`src/rtl/pe_dualmode_sat.sv`:
```
// Systolic MAC processing element with runtime-selectable dataflow.
// WS_RUN: the stationary weight sits in active_w; a shadow weight is shift-loaded
//         down the column while computing and swapped in on w_swap.
// OS_RUN: the accumulator integrates act*weight pairs; drain emits it south and
//         then turns the south psum port into a one-cycle pass-through.
// All east/south outputs are registered, so every hop costs exactly one cycle.
module pe_dualmode_sat #(
  parameter int BW      = 4,
  parameter int PSUM_BW = 16,
  parameter int SAT     = 1
) (
  input  logic               clk,
  input  logic               reset,
  input  logic               cfg_valid,
  input  logic               cfg_mode,
  input  logic               halt,
  input  logic               drain,
  input  logic               w_swap,
  input  logic [BW-1:0]      in_w_act,
  input  logic               in_w_valid,
  input  logic [BW-1:0]      in_n_w,
  input  logic               in_n_w_valid,
  input  logic [PSUM_BW-1:0] in_n_psum,
  input  logic               in_n_psum_valid,
  output logic [BW-1:0]      out_e_act,
  output logic               out_e_valid,
  output logic [BW-1:0]      out_s_w,
  output logic               out_s_w_valid,
  output logic [PSUM_BW-1:0] out_s_psum,
  output logic               out_s_psum_valid,
  output logic [1:0]         state,
  output logic               sat_flag
);

  typedef enum logic [1:0] {
    IDLE     = 2'd0,
    WS_RUN   = 2'd1,
    OS_RUN   = 2'd2,
    OS_DRAIN = 2'd3
  } state_t;

  // One guard bit above PSUM_BW: a sum of two in-range values (or an in-range
  // value plus a product, which always fits PSUM_BW) never overflows XW bits.
  localparam int XW = PSUM_BW + 1;

  localparam logic signed [PSUM_BW-1:0] PSUM_MAX = {1'b0, {(PSUM_BW-1){1'b1}}};
  localparam logic signed [PSUM_BW-1:0] PSUM_MIN = {1'b1, {(PSUM_BW-1){1'b0}}};

  state_t state_q, state_d;

  logic signed [BW-1:0]      shadow_w;
  logic signed [BW-1:0]      active_w;
  logic signed [PSUM_BW-1:0] acc;

  logic signed [XW-1:0] prod_ws;
  logic signed [XW-1:0] prod_os;
  logic signed [XW-1:0] psum_in;
  logic signed [XW-1:0] ws_sum;
  logic signed [XW-1:0] os_sum;
  logic                 mac_os;

  // Activation is unsigned: widen with zeros so it stays non-negative as signed.
  function automatic logic signed [XW-1:0] widen_act(input logic [BW-1:0] a);
    return {{(XW-BW){1'b0}}, a};
  endfunction

  function automatic logic signed [XW-1:0] widen_w(input logic [BW-1:0] w);
    return {{(XW-BW){w[BW-1]}}, w};
  endfunction

  function automatic logic signed [XW-1:0] mul(input logic [BW-1:0] a,
                                               input logic [BW-1:0] w);
    return widen_act(a) * widen_w(w);
  endfunction

  // The guard bit disagreeing with the PSUM_BW sign bit means the value left
  // the signed PSUM_BW range; only meaningful when saturation is enabled.
  function automatic logic overflow(input logic signed [XW-1:0] v);
    return (SAT != 0) && (v[XW-1] != v[XW-2]);
  endfunction

  // Clamp to the signed PSUM_BW range when SAT is set; otherwise plain
  // truncation gives modulo-2^PSUM_BW wrap.
  function automatic logic signed [PSUM_BW-1:0] saturate(input logic signed [XW-1:0] v);
    if (overflow(v)) begin
      return v[XW-1] ? PSUM_MIN : PSUM_MAX;
    end
    return v[PSUM_BW-1:0];
  endfunction

  assign prod_ws = mul(in_w_act, active_w);
  assign prod_os = mul(in_w_act, in_n_w);
  assign psum_in = in_n_psum_valid ? {in_n_psum[PSUM_BW-1], in_n_psum} : '0;
  assign ws_sum  = psum_in + prod_ws;
  assign os_sum  = {acc[PSUM_BW-1], acc} + prod_os;
  assign mac_os  = in_w_valid && in_n_w_valid;

  assign state = state_q;

  // Next-state logic: halt overrides everything, cfg only leaves IDLE.
  always_comb begin
    state_d = state_q;
    if (halt) begin
      state_d = IDLE;
    end else begin
      case (state_q)
        IDLE:     if (cfg_valid) state_d = cfg_mode ? WS_RUN : OS_RUN;
        WS_RUN:   state_d = WS_RUN;
        OS_RUN:   if (drain) state_d = OS_DRAIN;
        OS_DRAIN: if (!drain) state_d = OS_RUN;
      endcase
    end
  end

  // State register.
  always_ff @(posedge clk or posedge reset) begin
    if (reset) begin
      state_q <= IDLE;
    end else begin
      state_q <= state_d;
    end
  end

  // Weight registers, accumulator and sticky saturation flag.
  always_ff @(posedge clk or posedge reset) begin
    if (reset) begin
      shadow_w <= '0;
      active_w <= '0;
      acc      <= '0;
      sat_flag <= 1'b0;
    end else if (!halt) begin
      case (state_q)
        IDLE: begin
          if (cfg_valid) begin
            shadow_w <= '0;
            active_w <= '0;
            acc      <= '0;
            sat_flag <= 1'b0;
          end
        end
        WS_RUN: begin
          // The swap captures the shadow value from before this cycle's load,
          // and this cycle's MAC still sees the old active weight.
          if (in_n_w_valid) shadow_w <= in_n_w;
          if (w_swap) active_w <= shadow_w;
          if (in_w_valid && overflow(ws_sum)) sat_flag <= 1'b1;
        end
        OS_RUN: begin
          if (drain) begin
            acc <= '0;
          end else if (mac_os) begin
            acc <= saturate(os_sum);
          end
          if (mac_os && overflow(os_sum)) sat_flag <= 1'b1;
        end
        OS_DRAIN: begin
        end
      endcase
    end
  end

  // East/south output registers; every valid is a single-cycle pulse.
  always_ff @(posedge clk or posedge reset) begin
    if (reset) begin
      out_e_act        <= '0;
      out_e_valid      <= 1'b0;
      out_s_w          <= '0;
      out_s_w_valid    <= 1'b0;
      out_s_psum       <= '0;
      out_s_psum_valid <= 1'b0;
    end else begin
      out_e_valid      <= 1'b0;
      out_s_w_valid    <= 1'b0;
      out_s_psum_valid <= 1'b0;
      if (!halt) begin
        case (state_q)
          IDLE: begin
          end
          WS_RUN: begin
            if (in_n_w_valid) begin
              out_s_w       <= in_n_w;
              out_s_w_valid <= 1'b1;
            end
            if (in_w_valid) begin
              out_e_act        <= in_w_act;
              out_e_valid      <= 1'b1;
              out_s_psum       <= saturate(ws_sum);
              out_s_psum_valid <= 1'b1;
            end
          end
          OS_RUN: begin
            if (in_w_valid) begin
              out_e_act   <= in_w_act;
              out_e_valid <= 1'b1;
            end
            if (in_n_w_valid) begin
              out_s_w       <= in_n_w;
              out_s_w_valid <= 1'b1;
            end
            // The drain cycle's own MAC is folded into the emitted value.
            if (drain) begin
              out_s_psum       <= mac_os ? saturate(os_sum) : acc;
              out_s_psum_valid <= 1'b1;
            end
          end
          OS_DRAIN: begin
            if (in_n_psum_valid) out_s_psum <= in_n_psum;
            out_s_psum_valid <= in_n_psum_valid;
          end
        endcase
      end
    end
  end

endmodule

```
`config.mk`:
```
export PLATFORM = sky130hd
export DESIGN_NAME = pe_dualmode_sat
export DESIGN_NICKNAME = d
export VERILOG_FILES = /design/src/rtl/pe_dualmode_sat.sv
export SDC_FILE = /design/constraint.sdc
export NUM_CORES = 1
export LEC_CHECK = 0
export CAP_MARGIN = 10
export CORE_MARGIN = 2
export CORE_UTILIZATION = 55
export CTS_CLUSTER_DIAMETER = 120
export DETAILED_ROUTE_END_ITERATION = 8
export PLACE_DENSITY = 0.79
export SKIP_LAST_GASP = 1
export SYNTH_ARGS = -nofsm -noshare
export SYNTH_HDL_FRONTEND = slang
export SYNTH_SLANG_ARGS = --single-unit
```
`constraint.sdc`:
```
create_clock -name clk -period 6.2 [get_ports clk]
set_clock_uncertainty 0.05 [all_clocks]
set_input_delay 0.62 -clock clk [delete_from_list [all_inputs] [get_ports clk]]
set_output_delay 0.62 -clock clk [all_outputs]
set_load 0.02 [all_outputs]
```
== Yosys cells after proc, flatten, opt, wreduce, memory -nomap -nowiden ==
Index checks and enable logic that the tools add are counted.

* Bitwise logic cells: 1
* Divide/modulo/power cells: 0
* Reductions and logical operators: 17
* Multipliers: 2
* Multiplexer cells: 53
* Eq/ne operators: 17
* Add/subtract/negate cells: 2
* $lt $le $gt $ge: 0
* Shift operators: 0

{| class="wikitable"
|+ Operator list
! cell !! number
|-
| two-way mux 16 bit || 14
|-
| one-hot mux 16 bit (3 select lines) || 1
|-
| one-hot mux 16 bit (2 select lines) || 1
|-
| two-way mux 1 bit || 23
|-
| multiplier 5 x 4 -> 9 bit || 2
|-
| adder 16 x 9 -> 17 bit || 1
|-
| adder 17 x 9 -> 17 bit || 1
|-
| two-way mux 17 bit || 1
|-
| != test 2 bit (second input constant) || 8
|-
| one-hot mux 4 bit (2 select lines) || 2
|-
| two-way mux 4 bit || 3
|-
| != test 3 bit (second input constant) || 4
|-
| AND reduction 4 bit || 3
|-
| two-way mux 2 bit || 5
|-
| AND reduction 5 bit || 2
|-
| AND reduction 3 bit || 3
|-
| one-hot mux 2 bit (4 select lines) || 1
|-
| one-hot mux 1 bit (3 select lines) || 2
|-
| nonzero test 3 bit || 2
|-
| equality test 2 bit (second input constant) || 2
|-
| nonzero test 2 bit || 2
|-
| logical AND 1 bit || 3
|-
| equality test 2 x 1 -> 1 bit (second input constant) || 1
|-
| zero test 2 bit || 1
|-
| other kinds (3) || 4
|}

* Memories: 0
* Latch bits: 0
* Logic and storage cells: 103
* Output and inout bits: 30
* Memory bits (read-only): 0
* Register bits after elaboration: 54
* Bits in writable memories: 0
* Input port bits: 34

== Logic depth before layout (Yosys ltp) ==
* Depth in word-level cells: 12
* Depth in mapped cells: 19
* Mapped depth without buffers: 18

== Least setup slack after synthesis ==
Ideal clock, no wire load.

* Kind: input port to flip-flop
* Start point: in in_n_psum[3]
* End point: reg sat_flag
* Path slack: 1451 ps
* Library setup time: 128 ps
* Data required time: 6022 ps
* Stages on the path: 16
* Data arrival time: 4571 ps
* Buffers on the path: 0
* Cell sequence: and2_1 -> fa_1 -> inv_1 -> fa_1 -> fa_1 -> inv_1 -> fa_1 -> a21o_1 -> a31oi_1 -> o21ai_2 -> o22ai_2 -> a21oi_2 -> xnor2_2 -> mux2_2 -> a221oi_2 -> mux2_1

* Word-level cells in the longest chain between the ends: 6

{| class="wikitable"
|+ RTL lines
! what !! line !! source
|-
| start, declared || 23 || <nowiki>input logic [PSUM_BW-1:0] in_n_psum,</nowiki>
|-
| two-way mux 17 bit || 93 || <nowiki>assign psum_in = in_n_psum_valid ? {in_n_psum[PSUM_BW-1], in_n_psum} : '0;</nowiki>
|-
| adder 17 x 9 -> 17 bit || 94 || <nowiki>assign ws_sum = psum_in + prod_ws;</nowiki>
|-
| != test 1 bit || 79 || <nowiki>return (SAT != 0) && (v[XW-1] != v[XW-2]);</nowiki>
|-
| logical AND 1 bit || 146 || <nowiki>if (in_w_valid && overflow(ws_sum)) sat_flag <= 1'b1;</nowiki>
|-
| != test 2 bit (no line) || - ||
|-
| AND reduction 5 bit (no line) || - ||
|-
| end signal, assigned || 138 || <nowiki>sat_flag <= 1'b0;</nowiki>
|-
| end signal, assigned || 146 ||
|-
| end signal, assigned || 154 || <nowiki>if (mac_os && overflow(os_sum)) sat_flag <= 1'b1;</nowiki>
|-
| end, declared || 32 || <nowiki>output logic sat_flag</nowiki>
|}

No other way between the ends.
A chain may end at the register's enable or synchronous reset.

== Final worst setup path ==
* Start point: in in_w_act[3]
* End point: reg sat_flag

* Word-level cells in the longest chain between the ends: 6
* Elaborated cells between the ends (all ways): 11
* Those cells by class: 2 x add/sub; 2 x mul; 4 x eq/ne; 3 x reduce/logical

{| class="wikitable"
|+ RTL lines
! what !! line !! source
|-
| start, declared || 19 || <nowiki>input logic [BW-1:0] in_w_act,</nowiki>
|-
| multiplier 5 x 4 -> 9 bit || 73 || <nowiki>return widen_act(a) * widen_w(w);</nowiki>
|-
| adder 17 x 9 -> 17 bit / adder 16 x 9 -> 17 bit (equally long branches) || 94, 95 ||
|-
| != test 1 bit || 79 ||
|-
| logical AND 1 bit, on equally long branches || 146, 154 ||
|-
| != test 2 bit (no line) || - ||
|-
| AND reduction 5 bit (no line) * || - ||
|}

Every way passes the cells marked *; elsewhere a longest branch is shown, timed or not.

==> reports/metrics.cfg <==
[synthesis]
yosys-top-cells-area=dfrtp_1, ha_1, fa_1, and2_1, inv_1
ys_types=57
synth_area_um2=5470
synth_edf_count=0
yosys_warnings=0
ys.flop_type=dfrtp_1
ys_seq_area_frac=0.247
syn_avg_cell_area_um2=9.23
synthCells=593
syn_nets=735
async_flop_share=1.00
synth_top_area_share=0.247
synth_top_area_cell=dfrtp_1
synth-seq-cells=54

[floorplanning]
rows=36
die_w_um=104
initial_core_util=0.563
die_h_um=104
die-area_um2=10800
ios=64
core_area_um2=9730

[pwr]
irDropWorstVdd_uv=136
leakage_nw=3.09
p_per_area_nw_per_um2=296
total_power_mw=1.89

[drt]
drt_first_pass_iters=5
drtIter0Drc=313
postRouteAntennaNets=0
avgRoutedWirePerCell_um=17.6
vias=4669
wirelength_um=13900
viasPerCell=5.91
post-route-drc-count=0

[min_path]
hold_path_depth=2
hold_class=reg2reg
min_to=out_s_w[3]$_DFFE_PP0P_
min_from=out_s_w[3]$_DFFE_PP0P_

[flow_run]
cap_violations=0

[clock_tree]
post_cts_buffers=0
numCtsBuffers=5
cts_tree=done
cts_root_buf=clkbuf_8
cts.path.max_buffers=2
htreeDepth=2
ctsHoldBuffers=0
cts.clk_slew.worst_paths_ns=0.10
insertion_delay_ns=0.31
numClockSinks=54
cts_resized=0

[timing]
rsz0062_at_grt=no
clock.fmax_mhz=182
setup_violations=0
holdWs_ns=0.450
setup_tns_ns=0
slew_headroom=0.612
worst_pin_slew_ns=0.567
slew_violations=0
layout_min_cycle_time_ns=5.49
fin_crit_sh=0.885
hold_viol_final=0

[worst_setup_path]
crit_type=in2reg
timing.rr.end=sat_flag$_DFFE_PP0P_
r2r_setup_slack_ns=0.99
path_delay_family=adder cells
critPathLaunchType=input port
cp.required_ns=6.34
arrival_ns=5.62
timing.rr.start=active_w[3]$_DFFE_PP0P_
cp_slowest_stage_delay_ns=0.59
crit_slowest_cell=clkdlybuf4s50_1
path_buf_inv=3
path_cells=clkdlybuf4s50_1, and2_1, fa_1, inv_1, fa_1, fa_1, inv_1, fa_1, a21o_1, a31oi_1, o21ai_2, o22ai_2, a21oi_2, xnor2_2, mux2_2, a221oi_2, mux2_1
crit_path_max_fanout=9
path_common_cell=fa_1
worstRegToRegCells=17
cp-end-kind=flip-flop

[cells_and_area]
drive_above_1_share=0.0670
final_common_cell=ha_1
fin_util=0.656
nNetsFinal=798
final_cell_mix=ha_1, clkdlybuf4s50_1, inv_1
syn2layout_area_growth_pct=16.6
final_cells=790
n_antenna_cell=0

[placement]
place.gp.congestion=0.945
io_buffers=63
dp_cells=781
dp_hpwl_um=11300

[global_routing]
grt_pass1_wl_um=23200
antenna_found_initial=0
grt_max_degree=55
grt_pass1_vias=4741
grt_usage=0.263
grt_remaining_overflow=0

[outcome]
status=complete, no violations

==> flip-flops by register name, indices dropped and copies added (netlist names) <==
register	cells
out_s_w_valid	1
sat_flag	1
active_w	4
out_s_w	4
out_s_psum	16
acc	16
out_s_psum_valid	1
shadow_w	4
out_e_act	4
state	2
out_e_valid	1
==> tightest hold or removal path, cell delays in order (launching register included) <==
cell and delay, ns:
dfrtp_1 0.36, nand2_1 0.04, o21ai_0 0.06
==> cell usage after synthesis (2+ instances only) <==
cell type	number
nor2_1	29
dfrtp_1	54
o21ai_2	2
inv_1	61
and3_1	2
nand2_1	48
a222oi_1	11
nor2_4	2
o21ai_0	31
a21oi_2	2
a21oi_1	30
o21a_1	5
a211o_1	3
nor2b_1	5
maj3_1	5
buf_6	2
xnor2_2	2
a22o_1	14
a31oi_1	15
a211oi_1	4
nand3_1	15
a41oi_1	2
mux2_2	8
xnor2_1	12
a21o_1	8
nor3_1	5
a32o_1	2
fa_1	24
o21bai_1	2
nand2b_1	12
nand4_1	3
xor2_1	11
ha_1	84
and2_1	38
o211ai_1	4
clkbuf_1	11
buf_4	2
a22oi_1	4
==> worst max-delay path by stage <==
stage | start | endpoint | slack (ns) | cells past startpoint
global placement | in_w_act[0] | sat_flag$_DFFE_PP0P_ | 0.58 | 15
CTS | in_w_act[3] | sat_flag$_DFFE_PP0P_ | 0.76 | 17
detailed placement | in_w_act[3] | sat_flag$_DFFE_PP0P_ | 0.45 | 17
global route | in_w_act[0] | out_s_psum[6]$_DFFE_PP0P_ | 0.40 | 15
floorplan | in_n_psum[3] | sat_flag$_DFFE_PP0P_ | 1.45 | 16
finish | in_w_act[3] | sat_flag$_DFFE_PP0P_ | 0.71 | 17
==> where the power goes <==
group	leakage [nW]	switching (mW)	internal, mW
clock	0.0585	0.119	0.121
combinational	2.34	0.618	0.476
sequential	0.690	0.0907	0.466
==> cell families (layout without fill, tap and decap cells) <==
family | count (synthesis) | count (layout) | synth area share
AO/OA/AOI/OAI | 151 | 151 | 0.195
XOR/XNOR | 25 | 25 | 0.0427
adder cells (fa/ha/maj) | 113 | 113 | 0.289
buffers and inverters | 76 | 140 | 0.0562
flip-flops | 54 | 54 | 0.247
multiplexers | 9 | 9 | 0.0185
AND/OR/NAND/NOR | 165 | 165 | 0.151
==> stage by stage <==
| stage | instance area, um^2 | setup slack, ns |
|---|---|---|
| after floorplan | 5470 | 1.45 |
| after global placement | 6250 | 0.580 |
| after detailed placement | 6250 | 0.450 |
| after CTS | 6360 | 0.759 |
| after global routing | 6380 | 0.401 |
| final | 6380 | 0.714 |
==> per-layer routing <==
| metal | track usage | vias to the layer above | routed length [um] |
|---|---|---|---|
| met2 | 0.441 | 166 | 6750 |
| met1 | 0.366 | 2261 | 6000 |
| met4 | 0.0782 | 0 | 297 |
| li1 | - | 2225 | - |
| met5 | 0 | - | 0 |
| met3 | 0.0201 | 17 | 855 |
==> final cells by class <==
class / instances / area [um^2]
tap: 133 / 166
timing repair buffer: 71 / 703
sequential: 54 / 1350
clock buffer: 5 / 68.8
fill: 817 / 3350
inverter: 61 / 229
multi-input combinational: 463 / 3820
clock inverter: 3 / 43.8
Power figures use the tool's default switching activity.
